### config.mk
export PLATFORM = sky130hd
export DESIGN_NAME = nios_mem_copier
export DESIGN_NICKNAME = d
export VERILOG_FILES = /design/src/rtl/nios_mem_copier.sv
export SDC_FILE = /design/constraint.sdc
export NUM_CORES = 1
export LEC_CHECK = 0
export CELL_PAD_IN_SITES_DETAIL_PLACEMENT = 2
export CELL_PAD_IN_SITES_GLOBAL_PLACEMENT = 2
export CORE_MARGIN = 3
export CORE_UTILIZATION = 35
export DETAILED_ROUTE_END_ITERATION = 10
export DONT_BUFFER_PORTS = 1
export PLACE_DENSITY_LB_ADDON = 0.1
export SLEW_MARGIN = 25
export SYNTH_ARGS = -nofsm -noshare
export SYNTH_HDL_FRONTEND = slang
export SYNTH_SLANG_ARGS = --single-unit
### constraint.sdc
create_clock -name clk -period 3.7 [get_ports clk]
set_clock_uncertainty 0.2 [all_clocks]
set_input_delay 0.925 -clock clk [delete_from_list [all_inputs] [get_ports clk]]
set_output_delay 0.925 -clock clk [all_outputs]
set_load 0.01 [all_outputs]
### src/rtl/nios_mem_copier.sv
// nios_mem_copier
// ----------------
// Copies a block of 32-bit words inside a single on-chip memory, one word at a
// time, as a read / wait / write sequence of exactly three cycles per word.
// A request whose source or destination range runs past the end of the memory
// is rejected (err held high) without touching the memory.
//
// Ports
//   clk, reset_n          single clock, asynchronous active-low reset
//   start                 one-cycle request, honoured only while idle
//   abort                 stop after the word currently in flight
//   src_addr, dst_addr    first source / destination word address (sampled with start)
//   len                   number of words (sampled with start)
//   busy                  high while words are being moved
//   done                  one-cycle pulse at the end of every request
//   err                   high while the last request stands rejected
//   m_*                   memory master port (fixed one-cycle read latency)
//
// All outputs are registered: each output register is loaded from the value
// the next state will present, so outputs line up with the state register.

module nios_mem_copier #(
    parameter int DEPTH = 5320,
    parameter int AW    = 13
) (
    input  logic          clk,
    input  logic          reset_n,
    input  logic          start,
    input  logic          abort,
    input  logic [AW-1:0] src_addr,
    input  logic [AW-1:0] dst_addr,
    input  logic [AW-1:0] len,
    output logic          busy,
    output logic          done,
    output logic          err,
    output logic [AW-1:0] m_address,
    output logic          m_chipselect,
    output logic          m_write,
    output logic [3:0]    m_byteenable,
    output logic [31:0]   m_writedata,
    input  logic [31:0]   m_readdata,
    output logic          m_clken
);

    typedef enum logic [2:0] {
        IDLE = 3'd0,
        RD   = 3'd1,
        WAIT = 3'd2,
        WR   = 3'd3,
        DONE = 3'd4
    } state_t;

    // Range checks are done one bit wider than the address so they never wrap.
    localparam logic [AW:0] DEPTH_W = (AW+1)'(DEPTH);

    state_t        state_r, state_s;
    logic [AW-1:0] src_r, src_s;
    logic [AW-1:0] dst_r, dst_s;
    logic [AW-1:0] len_r, len_s;
    logic [AW-1:0] i_r, i_s;
    logic [31:0]   data_r, data_s;
    logic          abort_r, abort_s;
    logic          err_r, err_s;

    logic          busy_r, done_r, cs_r, wr_r;
    logic [AW-1:0] addr_r, addr_s;
    logic [31:0]   wdata_r, wdata_s;

    logic [AW:0]   src_end_s;
    logic [AW:0]   dst_end_s;

    // End-of-range sums for the request presented on the inputs.
    always_comb begin
        src_end_s = {1'b0, src_addr} + {1'b0, len};
        dst_end_s = {1'b0, dst_addr} + {1'b0, len};
    end

    // Next-state and next-value logic for the copy sequencer.
    always_comb begin
        state_s = state_r;
        src_s   = src_r;
        dst_s   = dst_r;
        len_s   = len_r;
        i_s     = i_r;
        data_s  = data_r;
        abort_s = abort_r;
        err_s   = err_r;
        case (state_r)
            IDLE: begin
                if (start) begin
                    src_s   = src_addr;
                    dst_s   = dst_addr;
                    len_s   = len;
                    i_s     = {AW{1'b0}};
                    err_s   = 1'b0;
                    abort_s = 1'b0;
                    if (len == {AW{1'b0}}) begin
                        state_s = DONE;
                    end else if ((src_end_s > DEPTH_W) || (dst_end_s > DEPTH_W)) begin
                        err_s   = 1'b1;
                        state_s = DONE;
                    end else begin
                        state_s = RD;
                    end
                end else begin
                    state_s = IDLE;
                end
            end
            RD: begin
                // An abort seen before the write is remembered so this word still lands.
                abort_s = abort_r | abort;
                state_s = WAIT;
            end
            WAIT: begin
                abort_s = abort_r | abort;
                data_s  = m_readdata;
                state_s = WR;
            end
            WR: begin
                i_s = i_r + AW'(1);
                if (((i_r + AW'(1)) == len_r) || abort || abort_r) begin
                    state_s = DONE;
                end else begin
                    state_s = RD;
                end
            end
            DONE: begin
                state_s = IDLE;
            end
            default: begin
                state_s = IDLE;
            end
        endcase
    end

    // Memory address and write data the next state will present.
    always_comb begin
        addr_s  = {AW{1'b0}};
        wdata_s = wdata_r;
        case (state_s)
            RD: begin
                addr_s = src_s + i_s;
            end
            WR: begin
                addr_s  = dst_s + i_s;
                wdata_s = data_s;
            end
            default: begin
                addr_s = {AW{1'b0}};
            end
        endcase
    end

    // Sequencer state and working registers.
    always_ff @(posedge clk or negedge reset_n) begin
        if (!reset_n) begin
            state_r <= IDLE;
            src_r   <= {AW{1'b0}};
            dst_r   <= {AW{1'b0}};
            len_r   <= {AW{1'b0}};
            i_r     <= {AW{1'b0}};
            data_r  <= 32'h0;
            abort_r <= 1'b0;
            err_r   <= 1'b0;
        end else begin
            state_r <= state_s;
            src_r   <= src_s;
            dst_r   <= dst_s;
            len_r   <= len_s;
            i_r     <= i_s;
            data_r  <= data_s;
            abort_r <= abort_s;
            err_r   <= err_s;
        end
    end

    // Registered outputs, loaded from the state being entered.
    always_ff @(posedge clk or negedge reset_n) begin
        if (!reset_n) begin
            busy_r  <= 1'b0;
            done_r  <= 1'b0;
            cs_r    <= 1'b0;
            wr_r    <= 1'b0;
            addr_r  <= {AW{1'b0}};
            wdata_r <= 32'h0;
        end else begin
            busy_r  <= (state_s == RD) || (state_s == WAIT) || (state_s == WR);
            done_r  <= (state_s == DONE);
            cs_r    <= (state_s == RD) || (state_s == WR);
            wr_r    <= (state_s == WR);
            addr_r  <= addr_s;
            wdata_r <= wdata_s;
        end
    end

    assign busy         = busy_r;
    assign done         = done_r;
    assign err          = err_r;
    assign m_address    = addr_r;
    assign m_chipselect = cs_r;
    assign m_write      = wr_r;
    assign m_writedata  = wdata_r;
    assign m_byteenable = 4'hF;
    assign m_clken      = 1'b1;

endmodule

==> metrics.yaml, run 1 <==
sta:
  maxSlewViolCount: 0
  slew_headroom_pct: 58.9
  finalSetupTns_ns: 0
  worstMarginPinSlew_ns: 0.612
  max_freq_mhz: 279
  final.period_utilization_pct: 96.8
  fin_crit_ns: 3.58
  hold_viol: 0
  setup_viol: 0
floorplan:
  die_area_um2: 20100
  start_util_pct: 36.5
  fp.coreArea_um2: 17700
  die_y_um: 142
  io_pins: 130
  die_w_um: 142
  rows: 48
layout:
  final_cell_area_um2: 7610
  diodes: 0
  fin_util_pct: 43.1
  nNetsFinal: 855
  drive_gt1_share_pct: 23.0
  fill_cells: 1927
  areaGrowthSynthToFinish_pct: 18.1
synth:
  synth.distinct_cells: 61
  synth-seq-cells: 106
  dominantRegCellSynth: "dfrtp_1"
  syn_inst: 687
  synth_edf_count: 0
  synth-warning-count: 0
  netlist_area_um2: 6440
  synth-async-reset-ratio_pct: 100
  synth.avg_cell_area_um2: 9.37
  seq_area_frac_synth_pct: 41.2
critical_path:
  reg2reg_from: "state_r[1]"
  crit_path_end_kind: "register"
  critPathArrivalTime_ns: 3.63
  worst-r2r-setup-slack_ns: 0.21
  rr_endpoint: "m_address[12]"
  worstSetupStartpoint: "src_addr[0]"
  crit_path_end: "m_address[4]"
  crit_required_ns: 3.75
  r2r.worst_path.cells: 15
  cp-start-kind: "input port"
  worstPathMaxFanout: 15
  worstSetupPathType: "in2reg"
drt:
  vias: 5338
  remaining_drc_errors: 0
  first_pass_iters: 6
  viasPerCell: 5.51
  routedWlPerCell_um: 21.3
  wl_um: 20700
  ant_nets: 0
  drtIter0Drc: 199
cts:
  clock_latency_ns: 0.36
  clock_path_buffers: 2
  htree_levels: 3
  numClockSinks: 106
  clkTransAtPathRegs_ns: 0.08
  root_buffer: "clkbuf_16"
  tritoncts: "built"
  numCtsBuffers: 9
pwr:
  ir_drop_mv: 0.436
  power_mw: 5.64
  power_density_nw_per_um2: 741
  leakage_nw: 3.51
global_route:
  antenna_found_initial: 0
  grt_max_degree: 107
  grt_pass1_wl_um: 33300
  globalRouteTotalUtil_pct: 21.0
  grt.overflow.total: 0
  grt_pass1_vias: 6055
placed_design:
  place.gp.congestion: 0.834
  io_buffers: 0
  dpl_cell_area_um2: 7180
  dp_hpwl_um: 16300
outcome:
  outcome: "completed"
run:
  maxCapViolCount: 0
min_path:
  min_path_type: "in2async"
-- per-layer routing --
layer	global-route usage (%)	up-vias	wire length [um]
met3	5.70	18	1250
met2	36.4	121	10300
met1	25.8	2686	8750
met4	5.45	0	377
met5	0	-	0
li1	-	2513	-
-- cell families (layout without fill, tap and decap cells) --
family	Yosys count	count (layout)	share of synthesized area (%)
simple gates	252	252	17.3
fa+ha+maj	42	42	8.51
other cells	1	5	0.0582
xor+xnor	40	40	5.44
buf+inv	52	104	3.56
compound gates	140	140	14.5
flops	106	106	41.2
mux	54	54	9.38
-- cells in the final DEF, fill, tap and decap left out, types with 8 or more instances in the layout --
cell,count
a21o_1,12
a21oi_1,22
buf_4,58
clkbuf_16,9
dfrtp_1,106
ha_1,35
inv_1,26
mux2_2,47
nand2_1,128
nand3_1,17
nor2_1,46
nor3_1,12
o21ai_0,32
o31ai_1,8
xnor2_1,22
xor2_1,18
-- cells in the mapped netlist, types with 13 or more instances --
master | count | area, um2
a21oi_1 | 26 | 130
dfrtp_1 | 106 | 2650
mux2_2 | 51 | 574
nand2_1 | 128 | 480
ha_1 | 39 | 488
o21ai_0 | 39 | 195
xnor2_1 | 22 | 193
nor2_1 | 47 | 176
nor3_1 | 13 | 65.1
xor2_1 | 18 | 158
inv_1 | 28 | 105
nand3_1 | 17 | 85.1
-- worst min-delay path by stage --
stage | to | slack (ns) | cells past startpoint
after floorplan | src_r[1] | 0.25 | 2
after global placement | dst_r[6] | 0.28 | 1
after detailed placement | src_r[8] | 0.28 | 1
after CTS | src_r[12] | 0.04 | 0
after global routing | src_r[12] | 0.03 | 0
final | dst_r[12] | 0.05 | 0
-- critical path: stages --
cell       delay [ns]
ha_1             0.17
inv_1            0.06
fa_1             0.41
nor2b_2          0.17
buf_4            0.13
o2111ai_1        0.18
a211oi_2         0.31
a41oi_1          0.07
a211o_1          0.32
a311oi_4         0.35
nor3_2           0.10
a21oi_2          0.20
buf_12           0.17
nor3_1           0.06
-- where the power goes --
| part | total, mW | leakage, nW | switching [mW] | internal [mW] |
|---|---|---|---|---|
| Clock | 1.02 | 0.153 | 0.478 | 0.538 |
| Combinational | 2.54 | 2.04 | 1.33 | 1.20 |
| Sequential | 2.09 | 1.32 | 0.423 | 1.66 |
-- through the flow --
stage                     setup slack (ns)  hold slack (ns)  cells
after CTS                          0.00774           0.0430    967
after floorplan                    -0.0112            0.247    691
after global placement              -0.323            0.277    951
final                                0.118           0.0515    968
after global routing               -0.0112           0.0316    968
after detailed placement            -0.451            0.284    951
-- sequential cells by signal, summed over array words and instances (netlist names) --
name / flops
abort_r: 1
busy: 1
done: 1
dst_r: 13
err: 1
i_r: 13
len_r: 13
m_address: 13
m_chipselect: 1
m_write: 1
m_writedata: 32
src_r: 13
state_r: 3
-- what timing repair did --
action / CTS / global route
hold buffers: 0 / 0
setup buffers: 0 / 1
endpoints found under the setup margin: 15 / 17
pin swaps: 0 / 5
gates resized for setup: 3 / 24
-- final cells by class --
type                            count  area [um2]  share of cell area, %
Inverter                           28         105                   1.38
Sequential cell                   106        2650                   34.9
Tap cell                          225         282                   3.70
Multi-Input combinational cell    533        3790                   49.8
Clock inverter                      7        81.3                   1.07
Timing Repair Buffer               60         475                   6.25
Clock buffer                        9         225                   2.96
No activity file was read; power rests on OpenSTA's default activity.
==> run 2: changes to the inputs <==
- CTS_CLUSTER_SIZE: default -> 25
==> results of run 2 <==
The final DEF is identical to that of run 1; final timing and power are the same.
==> run 3: changes to the inputs <==
- SLEW_MARGIN: 25 -> 20
==> results of run 3 <==
The final DEF is identical to that of run 1; final timing and power are the same.
